--- src/rtl/imem_ctrl.sv ---
// ---------------------------------------------------------------------------
// imem_ctrl -- instruction RAM owner / arbiter
//
// Purpose:
//   Owns the single-port instruction RAM and arbitrates IF-stage fetches
//   against loader writes coming from the host/debug bridge. A LOAD -> DRAIN
//   -> RUN state machine holds the core while a program is written, then hands
//   the RAM to fetch. In RUN, fetch has priority. A starvation counter makes
//   sure the loader still makes progress, so code can be patched while the
//   core is running.
//
// Optional feature (compile-time macro):
//   IMEM_MISALIGN_EN  defined   : a granted fetch with fetch_addr[1:0] != 0
//                                 raises fetch_misal alongside fetch_valid,
//                                 and fetch_rdata is forced to NOP. The RAM
//                                 read is still issued.
//                     undefined : fetch_misal is tied 0; the low address
//                                 bits are ignored.
//
// Parameters:
//   DEPTH        RAM depth in 32-bit words
//   AW           word-address width, = clog2(DEPTH)
//   STARVE_MAX   max consecutive blocked loader cycles in RUN (>= 1)
//   BOOT_ON_RST  1: leave reset in LOAD; 0: leave reset in RUN
//
// Ports:
//   clk, rst_n             clock (rising edge), async active-low reset
//   boot_req               level request to enter LOAD
//   ld_done                pulse, program load complete
//   ld_valid/addr/data     loader write request (byte address)
//   ld_ready               loader write accepted this cycle
//   fetch_req/fetch_addr   IF fetch request (byte address = PC)
//   fetch_stall            fetch not granted this cycle, IF holds PC
//   fetch_valid/rdata      fetched word, one cycle after the grant
//   fetch_misal            misaligned fetch flag
//   cpu_hold               hold the pipeline
//   mem_en/we/addr/wdata   RAM control (word address)
//   mem_rdata              RAM read data, registered, 1-cycle latency
// ---------------------------------------------------------------------------
module imem_ctrl #(
  parameter int unsigned DEPTH       = 256,
  parameter int unsigned AW          = 8,
  parameter int unsigned STARVE_MAX  = 4,
  parameter int unsigned BOOT_ON_RST = 1
) (
  input  logic          clk,
  input  logic          rst_n,
  input  logic          boot_req,
  input  logic          ld_done,
  input  logic          ld_valid,
  input  logic [31:0]   ld_addr,
  input  logic [31:0]   ld_data,
  output logic          ld_ready,
  input  logic          fetch_req,
  input  logic [31:0]   fetch_addr,
  output logic          fetch_stall,
  output logic          fetch_valid,
  output logic [31:0]   fetch_rdata,
  output logic          fetch_misal,
  output logic          cpu_hold,
  output logic          mem_en,
  output logic          mem_we,
  output logic [AW-1:0] mem_addr,
  output logic [31:0]   mem_wdata,
  input  logic [31:0]   mem_rdata
);

  localparam logic [31:0] NOP   = 32'h0000_0013;
  localparam logic [31:0] LIMIT = 32'(DEPTH * 4);
  localparam int unsigned SW    = (STARVE_MAX < 1) ? 1 : $clog2(STARVE_MAX + 1);

  typedef enum logic [1:0] {
    ST_LOAD,
    ST_DRAIN,
    ST_RUN
  } state_t;

  localparam state_t RST_STATE = (BOOT_ON_RST != 0) ? ST_LOAD : ST_RUN;

  state_t        r_state;
  logic [SW-1:0] r_starve;
  logic          r_rd_pend;
  logic          r_rd_oor;
  logic          r_boot_pend;
`ifdef IMEM_MISALIGN_EN
  logic          r_rd_mis;
`endif

  logic w_fetch_inr;
  logic w_ld_inr;
  logic w_starved;
  logic w_fetch_blk;
  logic w_fetch_gnt;
  logic w_ld_gnt;
  logic w_ld_blocked;
  logic w_rd_nop;

  assign w_fetch_inr = (fetch_addr < LIMIT);
  assign w_ld_inr    = (ld_addr < LIMIT);
  assign w_starved   = ld_valid && (r_starve == SW'(STARVE_MAX));

  // A boot request arriving while a read is in flight waits one cycle for
  // that read to retire; no new fetch may slip in during that window.
  assign w_fetch_blk = r_boot_pend || (boot_req && r_rd_pend);

  assign w_fetch_gnt  = (r_state == ST_RUN) && fetch_req && !w_starved && !w_fetch_blk;
  assign w_ld_gnt     = ld_valid && ((r_state == ST_LOAD) ||
                                     ((r_state == ST_RUN) && !w_fetch_gnt));
  assign w_ld_blocked = (r_state == ST_RUN) && ld_valid && !w_ld_gnt;

`ifdef IMEM_MISALIGN_EN
  assign w_rd_nop    = r_rd_oor || r_rd_mis;
  assign fetch_misal = r_rd_pend && r_rd_mis;
`else
  assign w_rd_nop    = r_rd_oor;
  assign fetch_misal = 1'b0;
`endif

  assign cpu_hold    = (r_state != ST_RUN);
  assign fetch_valid = r_rd_pend;

  always_comb begin
    fetch_rdata = '0;
    if (r_rd_pend) begin
      fetch_rdata = w_rd_nop ? NOP : mem_rdata;
    end
  end

  always_comb begin
    ld_ready    = 1'b0;
    fetch_stall = 1'b0;
    unique case (r_state)
      ST_LOAD: begin
        ld_ready    = 1'b1;
        fetch_stall = 1'b1;
      end
      ST_DRAIN: begin
        fetch_stall = 1'b1;
      end
      ST_RUN: begin
        ld_ready    = w_ld_gnt;
        fetch_stall = fetch_req && !w_fetch_gnt;
      end
      default: begin
        ld_ready    = 1'b0;
        fetch_stall = 1'b1;
      end
    endcase
  end

  // Out-of-range accesses still complete their handshake but never touch
  // the RAM.
  always_comb begin
    mem_en    = 1'b0;
    mem_we    = 1'b0;
    mem_addr  = '0;
    mem_wdata = '0;
    if (w_fetch_gnt && w_fetch_inr) begin
      mem_en   = 1'b1;
      mem_addr = fetch_addr[AW+1:2];
    end else if (w_ld_gnt && w_ld_inr) begin
      mem_en    = 1'b1;
      mem_we    = 1'b1;
      mem_addr  = ld_addr[AW+1:2];
      mem_wdata = ld_data;
    end
  end

  always_ff @(posedge clk or negedge rst_n) begin
    if (!rst_n) begin
      r_state     <= RST_STATE;
      r_starve    <= '0;
      r_rd_pend   <= 1'b0;
      r_rd_oor    <= 1'b0;
      r_boot_pend <= 1'b0;
`ifdef IMEM_MISALIGN_EN
      r_rd_mis    <= 1'b0;
`endif
    end else begin
      r_rd_pend <= w_fetch_gnt;
      r_rd_oor  <= w_fetch_gnt && !w_fetch_inr;
`ifdef IMEM_MISALIGN_EN
      r_rd_mis  <= w_fetch_gnt && (fetch_addr[1:0] != 2'b00);
`endif

      if (w_ld_blocked) begin
        r_starve <= r_starve + SW'(1);
      end else begin
        r_starve <= '0;
      end

      unique case (r_state)
        ST_LOAD: begin
          // ld_done wins over a concurrent boot_req.
          if (ld_done) begin
            r_state <= ST_DRAIN;
          end
        end
        ST_DRAIN: begin
          r_state <= ST_RUN;
        end
        ST_RUN: begin
          if (r_boot_pend) begin
            r_boot_pend <= 1'b0;
            r_state     <= ST_LOAD;
          end else if (boot_req) begin
            if (r_rd_pend) begin
              r_boot_pend <= 1'b1;
            end else begin
              r_state <= ST_LOAD;
            end
          end
        end
        default: begin
          r_state <= RST_STATE;
        end
      endcase
    end
  end

endmodule

--- config.mk ---
export PLATFORM = sky130hd
export DESIGN_NAME = imem_ctrl
export DESIGN_NICKNAME = d
export VERILOG_FILES = /design/src/rtl/imem_ctrl.sv
export SDC_FILE = /design/constraint.sdc
export NUM_CORES = 1
export LEC_CHECK = 0
export ABC_AREA = 1
export CORE_AREA = 2 2 82 84
export CTS_CLUSTER_SIZE = 14
export DETAILED_ROUTE_END_ITERATION = 10
export DIE_AREA = 0 0 84 86
export PLACE_DENSITY = 0.84
export SYNTH_ARGS = -nofsm -noshare
export SYNTH_HDL_FRONTEND = slang
export SYNTH_SLANG_ARGS = --single-unit
--- constraint.sdc ---
create_clock -name clk -period 4.57 [get_ports clk]
set_clock_uncertainty 0.05 [all_clocks]
set_input_delay 0.914 -clock clk [delete_from_list [all_inputs] [get_ports clk]]
set_output_delay 0.914 -clock clk [all_outputs]
set_load 0.05 [all_outputs]
Word-level counts from Yosys, hierarchy flattened:

Index checks and enable logic that the tools add are counted.

* flip-flop bits (word level): 8
* input port bits: 134
* output and inout port bits: 79
* logic and storage cells: 57

* add/subtract/negate cells: 1
* order comparisons: 2
* equal/unequal tests: 7
* mux-type cells: 20
* reductions and logical operators: 22

Operator list (number)
* 32-bit two-way mux: 4
* 32-bit by 11-bit less-than comparator with 1-bit output (second input constant): 2
* 8-bit two-way mux: 2
* 1-bit logical AND: 13
* 2-bit two-way mux: 4
* 1-bit two-way mux: 7
* 3-bit != test (second input constant): 2
* 2-bit case mux with 3 select lines: 1
* 1-bit zero test: 5
* 2-bit != test (second input constant): 2
* 3-bit by 1-bit adder with 3-bit output (second input constant): 1
* 3-bit equality test (second input constant): 1
* 3-bit two-way mux: 1
* 3-bit AND reduction: 1
* 2-bit by 1-bit equality test with 1-bit output (second input constant): 1
* 2-bit equality test (second input constant): 1
* 2-bit zero test: 1
* 1-bit logical OR: 2
* 1-bit case mux with 2 select lines: 1

Logic depth before layout (Yosys ltp):

Gate-level depths: netlist (run 1).

* depth after elaboration: 12
* depth in mapped cells: 9
* gate-level depth less buffers: 8

Worst setup path before layout (run 1):

OpenSTA, ideal clock, no wires.

* path kind: input-to-output
* start: input port ld_addr[23]
* end: output port mem_wdata[23]
* data arrival time: 2.307 ns
* data required time: 3.606 ns
* slack: 1.299 ns
* cell stages on the path: 8
* path buffers: 1
* cell sequence: nor2_1 > nand2_1 > nor2_1 > nand2_1 > nor2_8 > nand2_8 > buf_6 > nor2_1

* word-level cells in the longest chain between the ends: 4

RTL lines
* start, declared: RTL line 51 `input logic [31:0] ld_addr,`
* 32-bit by 11-bit less-than comparator with 1-bit output: RTL line 99 `assign w_ld_inr = (ld_addr < LIMIT);`
* 1-bit logical AND: RTL line 161 `end else if (w_ld_gnt && w_ld_inr) begin`
* 32-bit two-way mux: RTL line 161
* 32-bit two-way mux: RTL line 158 `if (w_fetch_gnt && w_fetch_inr) begin`
* end, declared: RTL line 64 `output logic [31:0] mem_wdata,`

Every way passes these cells.

Final worst setup path (run 1):

* start: input port ld_addr[14]
* end: output port mem_wdata[0]

The elaborated chain is that of the path after synthesis.

==> results.py, run 1 <==
metrics = {
    "outcome": {
        "status": "finished, final reports clean",
    },
    "sta": {
        "fmax_mhz": 242,
        "finalWorstSetupSlack_ns": 0.441,
        "hold_viol": 0,
        "finalCritPeriodShare": 0.903,
        "maxSlewViolCount": 0,
        "slew_headroom": 0.649,
        "timing.final.crit_period_ns": 4.13,
        "grt_setup_unrepaired": "false",
        "worstMarginPinSlew_ns": 0.524,
        "setup_viol": 0,
        "tns_ns": 0,
    },
    "synthesis": {
        "ys_ff_latch": 8,
        "syn_area_um2": 1360,
        "syn_nets": 389,
        "yosysTopAreaCellShare": 0.216,
        "synth_common_cells": "nor2_1, inv_1, nand2_1",
        "yosysUniqueCellTypes": 26,
        "yosys.cell_count.top_type": "nor2_1",
        "yosys_warnings": 0,
        "synth_area_leader_cell": "nor2_1",
        "synthFlopType": "dfrtp_1",
        "synthArstFlopShare": 1.00,
        "yosys-top-cells-area": "nor2_1, inv_1, dfrtp_1, nor2_2, nand3_1",
        "ys_seq_area_frac": 0.148,
        "synth_cells": 253,
        "syn_area_per_cell_um2": 5.36,
        "synth_edf_count": 0,
    },
    "cells_and_area": {
        "fin_nets": 595,
        "drive_gt1_frac": 0.0788,
        "final_util": 0.559,
        "nFillCells": 583,
        "num_antenna_cells": 0,
        "syn_to_final_growth_pct": 159,
    },
    "min_path": {
        "min_path_type": "reg -> reg",
        "min_from": "r_starve[0]",
        "hold_end": "r_starve[0]",
        "min_path_cells": 1,
    },
    "detailed_routing": {
        "vias_per_cell": 4.01,
        "dr.pass1.iters": 4,
        "via_count": 2141,
        "ant_nets": 0,
        "routed_wl_um": 5850,
        "route.detailed.drc": 0,
        "drt_iter0_markers": 41,
        "avgRoutedWirePerCell_um": 11.0,
    },
    "global_route": {
        "grt_usage": 0.155,
        "grt_pass1_wl_um": 9350,
        "met3_usage": 0.0298,
        "use_met2": 0.312,
        "use_met1": 0.164,
        "grt_pass1_vias": 2083,
        "grt_start_max_net_pins": 35,
        "grt-busiest-layer": "met2",
        "antenna_found_initial": 0,
        "grt-ovfl-total": 0,
    },
    "power_and_ir_drop": {
        "swShare": 0.523,
        "power_uw": 844,
        "power.density_nw_per_um2": 241,
        "power.internal_uw": 403,
        "ir_drop_mv": 0.279,
        "p_switching_uw": 441,
        "power_frac_clock": 0.097,
        "p_leak_uw": 0.00166,
        "combPwrFrac": 0.775,
        "seqPwrFrac": 0.127,
    },
    "cts": {
        "cts_tree": "done",
        "cts_buffers": 3,
        "hold_buffers": 0,
        "clock-root-buffer": "clkbuf_8",
        "htree_levels": 1,
        "post_cts_buffers": 0,
        "clock_latency_ns": 0.22,
        "path_clk_slew_ns": 0.04,
        "cts.path.max_buffers": 2,
        "cts.repair.resized": 0,
        "clock_sinks": 8,
    },
    "run": {
        "maxCapViolations": 0,
    },
    "floorplan": {
        "die_h_um": 86,
        "rows": 29,
        "start_util": 0.216,
        "io_pins": 213,
        "die_w_um": 84,
        "die-area_um2": 7220,
        "core_um2": 6280,
    },
    "setup_path": {
        "worst-endpoint-required_ns": 3.61,
        "r2r_slack_ns": 3.14,
        "rr_worst_depth": 8,
        "crit_type": "in -> out",
        "timing.rr.start": "r_starve[0]",
        "worstPathMaxFanout": 34,
        "r2r-end": "r_starve[2]",
        "arrival_ns": 3.16,
        "endpoint_kind": "output pin",
        "cp-start-kind": "primary input",
    },
    "placement": {
        "dp_slack_ns": 0.409,
        "port_buffers": 207,
        "dp_hpwl_um": 5260,
        "place_congestion": 0.706,
    },
}
-- cell families after synthesis --
group	count (synthesis)	share of synthesized area
compound gates	5	0.0194
xor+xnor	1	0.00646
fa+ha+maj	2	0.0184
buf+inv	82	0.257
flops	8	0.148
other cells	1	0.00276
simple gates	154	0.548
-- power by group through the flow --
stage / combinational (µW) / clock, µW / sequential [µW]
final: 654 / 82.2 / 108
after global routing: 692 / 91.4 / 110
after CTS: 661 / 85.2 / 107
after detailed placement: 659 / 0 / 108
after global placement: 652 / 0 / 107
after floorplan: 385 / 0 / 115
-- cells in the final DEF (no fill, tap or decap) --
cell,n
or2_2,2
inv_2,1
xnor2_1,1
o21ai_0,2
conb_1,1
inv_1,73
nor2_1,78
nand2_1,24
a21oi_1,1
clkbuf_8,3
nor2_2,18
nand4_1,1
nor3_1,2
nor2_4,6
nor2_8,1
o21ai_1,1
ha_1,2
nand3_1,20
dfrtp_1,8
nand2_8,1
o22ai_1,1
clkdlybuf4s50_1,206
buf_4,3
nand2_4,1
-- metrics by stage --
step	instance area, µm²	std cells	hold WS (ns)
after global placement	3470	531	0.397
after floorplan	1360	253	0.381
after global routing	3510	534	0.457
after CTS	3510	534	0.413
after detailed placement	3470	531	0.408
final	3510	534	0.412
-- registers in the layout (all words and copies together) (netlist names) --
register,cells
r_state,2
fetch_valid,1
r_rd_oor,1
r_boot_pend,1
r_starve,3
-- area by class of cell --
| class | count | area (µm²) | share of cell area |
|---|---|---|---|
| Clock buffer | 3 | 41.3 | 0.0118 |
| Inverter | 74 | 278 | 0.0792 |
| Tap cell | 77 | 96.3 | 0.0275 |
| Multi-Input combinational cell | 163 | 807 | 0.230 |
| Timing Repair Buffer | 209 | 2080 | 0.594 |
| Sequential cell | 8 | 200 | 0.0571 |
-- worst max-delay path, cell delays in order --
cell	delay, ns
clkdlybuf4s50_1	0.47
nor2_1	0.05
o21ai_1	0.07
nand3_1	0.18
nor2_8	0.26
nand2_8	0.22
nor2_1	0.17
clkdlybuf4s50_1	0.82
-- layer usage --
metal  vias up  wire length (µm)
met2       116              3180
met3         6               463
met5         -                 0
met4         0                66
met1       900              2140
li1       1119                 -
-- worst max path at each step --
stage / from / to / slack [ns]
after floorplan: ld_addr[23] / mem_wdata[23] / 1.30
after detailed placement: ld_addr[28] / mem_wdata[0] / 0.41
final: ld_addr[14] / mem_wdata[0] / 0.44
after global routing: ld_addr[21] / mem_wdata[24] / 0.23
after CTS: ld_addr[28] / mem_wdata[0] / 0.41
after global placement: ld_addr[28] / mem_wdata[24] / 0.45
Note: power is estimated with default switching activity, not from simulation.
==> inputs of run 2 (changes only) <==
Settings changed: CORE_AREA 2 2 82 84 to 2 2 83 85, DIE_AREA 0 0 84 86 to 0 0 85 87, PLACE_DENSITY 0.84 to 0.82.
Clock period 4.57 ns to 4.5 ns, I/O delays scaled along.
==> results.py, run 2 (synthesis gave the netlist of run 1 again) <==
metrics = {
    "outcome": {
        "status": "finished, final reports clean",
    },
    "floorplan": {
        "core_um2": 6570,
        "rows": 30,
        "start_util": 0.206,
        "die_h_um": 87,
        "die-area_um2": 7400,
        "io_pins": 213,
        "die_w_um": 85,
    },
    "cts": {
        "cts_buffers": 3,
        "cts_tree": "done",
        "post_cts_buffers": 0,
        "path_clk_slew_ns": 0.04,
        "cts.repair.resized": 0,
        "clock_latency_ns": 0.23,
        "clock_sinks": 8,
        "cts.path.max_buffers": 2,
        "hold_buffers": 0,
        "clock-root-buffer": "clkbuf_8",
        "htree_levels": 1,
    },
    "power_and_ir_drop": {
        "combPwrFrac": 0.771,
        "seqPwrFrac": 0.129,
        "swShare": 0.527,
        "p_switching_uw": 453,
        "power.density_nw_per_um2": 245,
        "power_uw": 859,
        "power_frac_clock": 0.100,
        "power.internal_uw": 406,
        "p_leak_uw": 0.00165,
        "ir_drop_mv": 0.469,
    },
    "global_route": {
        "grt_pass1_wl_um": 8940,
        "grt-ovfl-total": 0,
        "antenna_found_initial": 0,
        "grt_start_max_net_pins": 35,
        "grt_usage": 0.144,
        "grt_pass1_vias": 2095,
    },
    "detailed_routing": {
        "routed_wl_um": 6050,
        "drt_iter0_markers": 28,
        "dr.pass1.iters": 4,
        "ant_nets": 0,
        "route.detailed.drc": 0,
        "via_count": 2148,
        "vias_per_cell": 4.01,
        "avgRoutedWirePerCell_um": 11.3,
    },
    "min_path": {
        "min_path_type": "reg -> reg",
    },
    "placement": {
        "dp_hpwl_um": 5260,
        "port_buffers": 207,
        "placed_cell_area_um2": 3460,
        "place_congestion": 0.814,
    },
    "setup_path": {
        "worst-endpoint-required_ns": 3.55,
        "cp-start-kind": "primary input",
        "arrival_ns": 3.15,
        "endpoint_kind": "output pin",
        "worstPathMaxFanout": 34,
        "crit_type": "in -> out",
    },
    "cells_and_area": {
        "layout_common_cells": "clkdlybuf4s50_1, nor2_1, inv_1",
        "layout_commonest_cell": "clkdlybuf4s50_1",
        "largest_register_ffs": 3,
        "nFillCells": 619,
        "fin_nets": 594,
        "final_util": 0.533,
        "max_flop_register": "r_starve",
        "post-route-cell-area_um2": 3500,
        "drive_gt1_frac": 0.0768,
        "num_antenna_cells": 0,
        "reg_top3": "r_starve (3), r_state (2)",
        "syn_to_final_growth_pct": 158,
    },
    "run": {
        "maxCapViolations": 0,
    },
    "sta": {
        "whs_ns": 0.421,
        "worstMarginPinSlew_ns": 0.527,
        "timing.final.crit_period_ns": 4.10,
        "hold_viol": 0,
        "finalCritPeriodShare": 0.910,
        "fmax_mhz": 244,
        "setup_viol": 0,
        "tns_ns": 0,
        "grt_setup_unrepaired": "false",
        "slew_headroom": 0.648,
        "maxSlewViolCount": 0,
    },
}
run 2: cell types whose count changed in the layout (fill, tap and decap cells not counted), sizes merged:
cell,before,now
buf,3,2
run 2: area by class of cell:
cell class                      count  area [µm²]  share of cell area
Sequential cell                     8         200              0.0571
Multi-Input combinational cell    163         807               0.230
Tap cell                           80         100              0.0286
Timing Repair Buffer              208        2080               0.593
Inverter                           74         278              0.0793
Clock buffer                        3        41.3              0.0118
run 2: path summary, 6_finish.rpt:
kind | from | end | slack (ns) | cells past startpoint
setup reg to reg | r_starve[0] | r_starve[1] | 2.98 | 7
setup / recovery | ld_addr[25] | mem_wdata[1] | 0.40 | 9
hold / removal | r_starve[0] | r_starve[0] | 0.42 | 1
hold reg to reg | r_starve[0] | r_starve[0] | 0.42 | 1
max in group asynchronous | rst_n | r_starve[1] | 3.25 | 1
min in group asynchronous | rst_n | r_state[1] | 0.89 | 1
run 2: per-stage QoR:
step,setup WS (ns),instances
floorplan,1.26,253
global placement,0.418,533
detailed placement,0.361,533
CTS,0.359,536
global route,0.245,536
finish,0.403,536
run 2: routing by layer:
metal	global-route usage	vias to the layer above	wire, µm
met1	0.145	896	2160
met3	0.0417	13	712
met4	0.0404	0	126
met2	0.285	125	3060
li1	-	1114	-
met5	0	-	0
run 2: worst max-delay path, cell delays in order:
cell             delay, ns
clkdlybuf4s50_1       0.40
nor2_1                0.13
nand2_1               0.07
nor2_1                0.09
nand2_1               0.14
nor2_8                0.22
nand2_8               0.21
nor2_1                0.16
clkdlybuf4s50_1       0.82
run 2: power by group through the flow:
| stage | Combinational [µW] | Clock [µW] | Sequential, µW |
|---|---|---|---|
| floorplan | 391 | 0 | 117 |
| CTS | 667 | 88.8 | 111 |
| detailed placement | 663 | 0 | 111 |
| global placement | 657 | 0 | 111 |
| global route | 703 | 93.0 | 113 |
| finish | 662 | 86.2 | 111 |
==> inputs of run 3 (changes only) <==
Settings changed: CTS_CLUSTER_SIZE 14 to 30, PLACE_DENSITY 0.82 to 0.79.
==> results.py, run 3 (synthesis gave the netlist of run 1 again) <==
metrics = {
    "cts": {
        "clock_sinks": 8,
        "hold_buffers": 0,
        "clock_latency_ns": 0.23,
        "cts.repair.resized": 0,
        "clock-root-buffer": "clkbuf_8",
        "htree_levels": 1,
        "path_clk_slew_ns": 0.04,
        "post_cts_buffers": 0,
        "cts.path.max_buffers": 2,
        "cts_buffers": 3,
        "cts_tree": "done",
    },
    "placement": {
        "dp_hpwl_um": 5090,
        "dp.cells": 533,
        "placed_cell_area_um2": 3460,
        "place_congestion": 0.786,
        "dp_slack_ns": 0.368,
        "port_buffers": 207,
    },
    "detailed_routing": {
        "route.detailed.drc": 0,
        "dr.pass1.iters": 4,
        "ant_nets": 0,
        "vias_per_cell": 3.96,
        "routed_wl_um": 5810,
        "avgRoutedWirePerCell_um": 10.8,
        "via_count": 2122,
        "drt_iter0_markers": 46,
    },
    "setup_path": {
        "path_buf_inv": 2,
        "startpoint": "ld_addr[30]",
        "r2r-end": "r_starve[1]",
        "endpoint_kind": "output pin",
        "cp_common_cell": "nor2_1",
        "crit_family": "buffers and inverters",
        "worstPathMaxFanout": 34,
        "rr_worst_depth": 7,
        "timing.critical_path.to": "mem_wdata[27]",
        "slowest_delay_ns": 0.83,
        "path_cells": "clkdlybuf4s50_1 > nor2_1 > nand2_1 > nor2_1 > nand2_1 > nor2_8 > nand2_8 > nor2_1 > clkdlybuf4s50_1",
        "arrival_ns": 3.15,
        "crit_type": "in -> out",
        "cp-start-kind": "primary input",
        "worst-endpoint-required_ns": 3.55,
        "r2r_slack_ns": 3.01,
        "path_depth": 9,
        "timing.rr.start": "r_starve[0]",
        "crit_path_top_delay_cell": "clkdlybuf4s50_1",
    },
    "cells_and_area": {
        "nFillCells": 639,
        "post-route-cell-area_um2": 3500,
        "fin_nets": 594,
        "syn_to_final_growth_pct": 158,
        "layout_common_cells": "clkdlybuf4s50_1, nor2_1, inv_1",
        "drive_gt1_frac": 0.0789,
        "final_util": 0.533,
        "multi_input_area_um2": 807,
        "num_antenna_cells": 0,
        "reg_top3": "r_starve (3), r_state (2)",
        "layout_commonest_cell": "clkdlybuf4s50_1",
        "regArea_um2": 200,
        "finalNonFillerCells": 536,
        "largest_register_ffs": 3,
        "max_flop_register": "r_starve",
    },
    "global_route": {
        "grt_usage": 0.141,
        "grt_pass1_wl_um": 8570,
        "grt_pass1_vias": 1930,
        "antenna_found_initial": 0,
        "grt-ovfl-total": 0,
        "grt_start_max_net_pins": 35,
    },
    "sta": {
        "tns_ns": 0,
        "grt_setup_unrepaired": "false",
        "finalCritPeriodShare": 0.912,
        "maxSlewViolCount": 0,
        "setup_viol": 0,
        "fmax_mhz": 244,
        "slew_headroom": 0.647,
        "worstMarginPinSlew_ns": 0.527,
        "hold_viol": 0,
        "timing.final.crit_period_ns": 4.10,
        "finalWorstSetupSlack_ns": 0.397,
    },
    "floorplan": {
        "core_um2": 6570,
        "io_pins": 213,
        "die-area_um2": 7400,
        "start_util": 0.206,
        "die_w_um": 85,
        "die_h_um": 87,
        "rows": 30,
    },
    "run": {
        "maxCapViolations": 0,
    },
    "min_path": {
        "min_path_type": "reg -> reg",
    },
    "power_and_ir_drop": {
        "ir_drop_mv": 0.258,
        "p_leak_uw": 0.00165,
        "power.density_nw_per_um2": 245,
    },
    "outcome": {
        "status": "finished, final reports clean",
    },
}
==> run 3: cell types whose count changed in the layout (fill, tap and decap cells not counted) <==
| cell | before | now |
|---|---|---|
| clkdlybuf4s50_1 | 206 | 205 |
| buf_4 | 2 | 3 |
==> run 3: power breakdown <==
group          switching [µW]  internal, µW  leakage (µW)
clock                    28.3          58.0     0.0000216
combinational             405           257       0.00152
sequential               18.7          91.4      0.000107
==> run 3: cell type report <==
type | count | share of cell area
Inverter | 74 | 0.0793
Tap cell | 80 | 0.0286
Multi-Input combinational cell | 163 | 0.231
Timing Repair Buffer | 208 | 0.593
Clock buffer | 3 | 0.0118
Sequential cell | 8 | 0.0572
==> run 3: through the flow <==
step                      hold WS, ns  power, µW
after CTS                       0.411        866
after floorplan                 0.381        508
after global routing            0.435        914
after detailed placement        0.406        777
after global placement          0.397        767
final                           0.407        859
==> run 3: worst min-delay path by stage <==
| stage | from | end | slack [ns] | depth (start not counted) |
|---|---|---|---|---|
| after floorplan | r_starve[0] | r_starve[0] | 0.38 | 1 |
| after detailed placement | r_starve[0] | r_starve[0] | 0.41 | 1 |
| after CTS | r_starve[0] | r_starve[0] | 0.41 | 1 |
| final | r_starve[0] | r_starve[0] | 0.41 | 1 |
| after global placement | r_starve[0] | r_starve[0] | 0.40 | 1 |
| after global routing | r_starve[0] | r_starve[0] | 0.43 | 1 |
==> run 3: per-layer routing <==
layer,vias up,global-route usage,routed length [µm]
met2,117,0.266,2940
li1,1114,-,-
met1,881,0.152,2130
met4,0,0.0418,99
met3,10,0.0398,632
met5,-,0,0
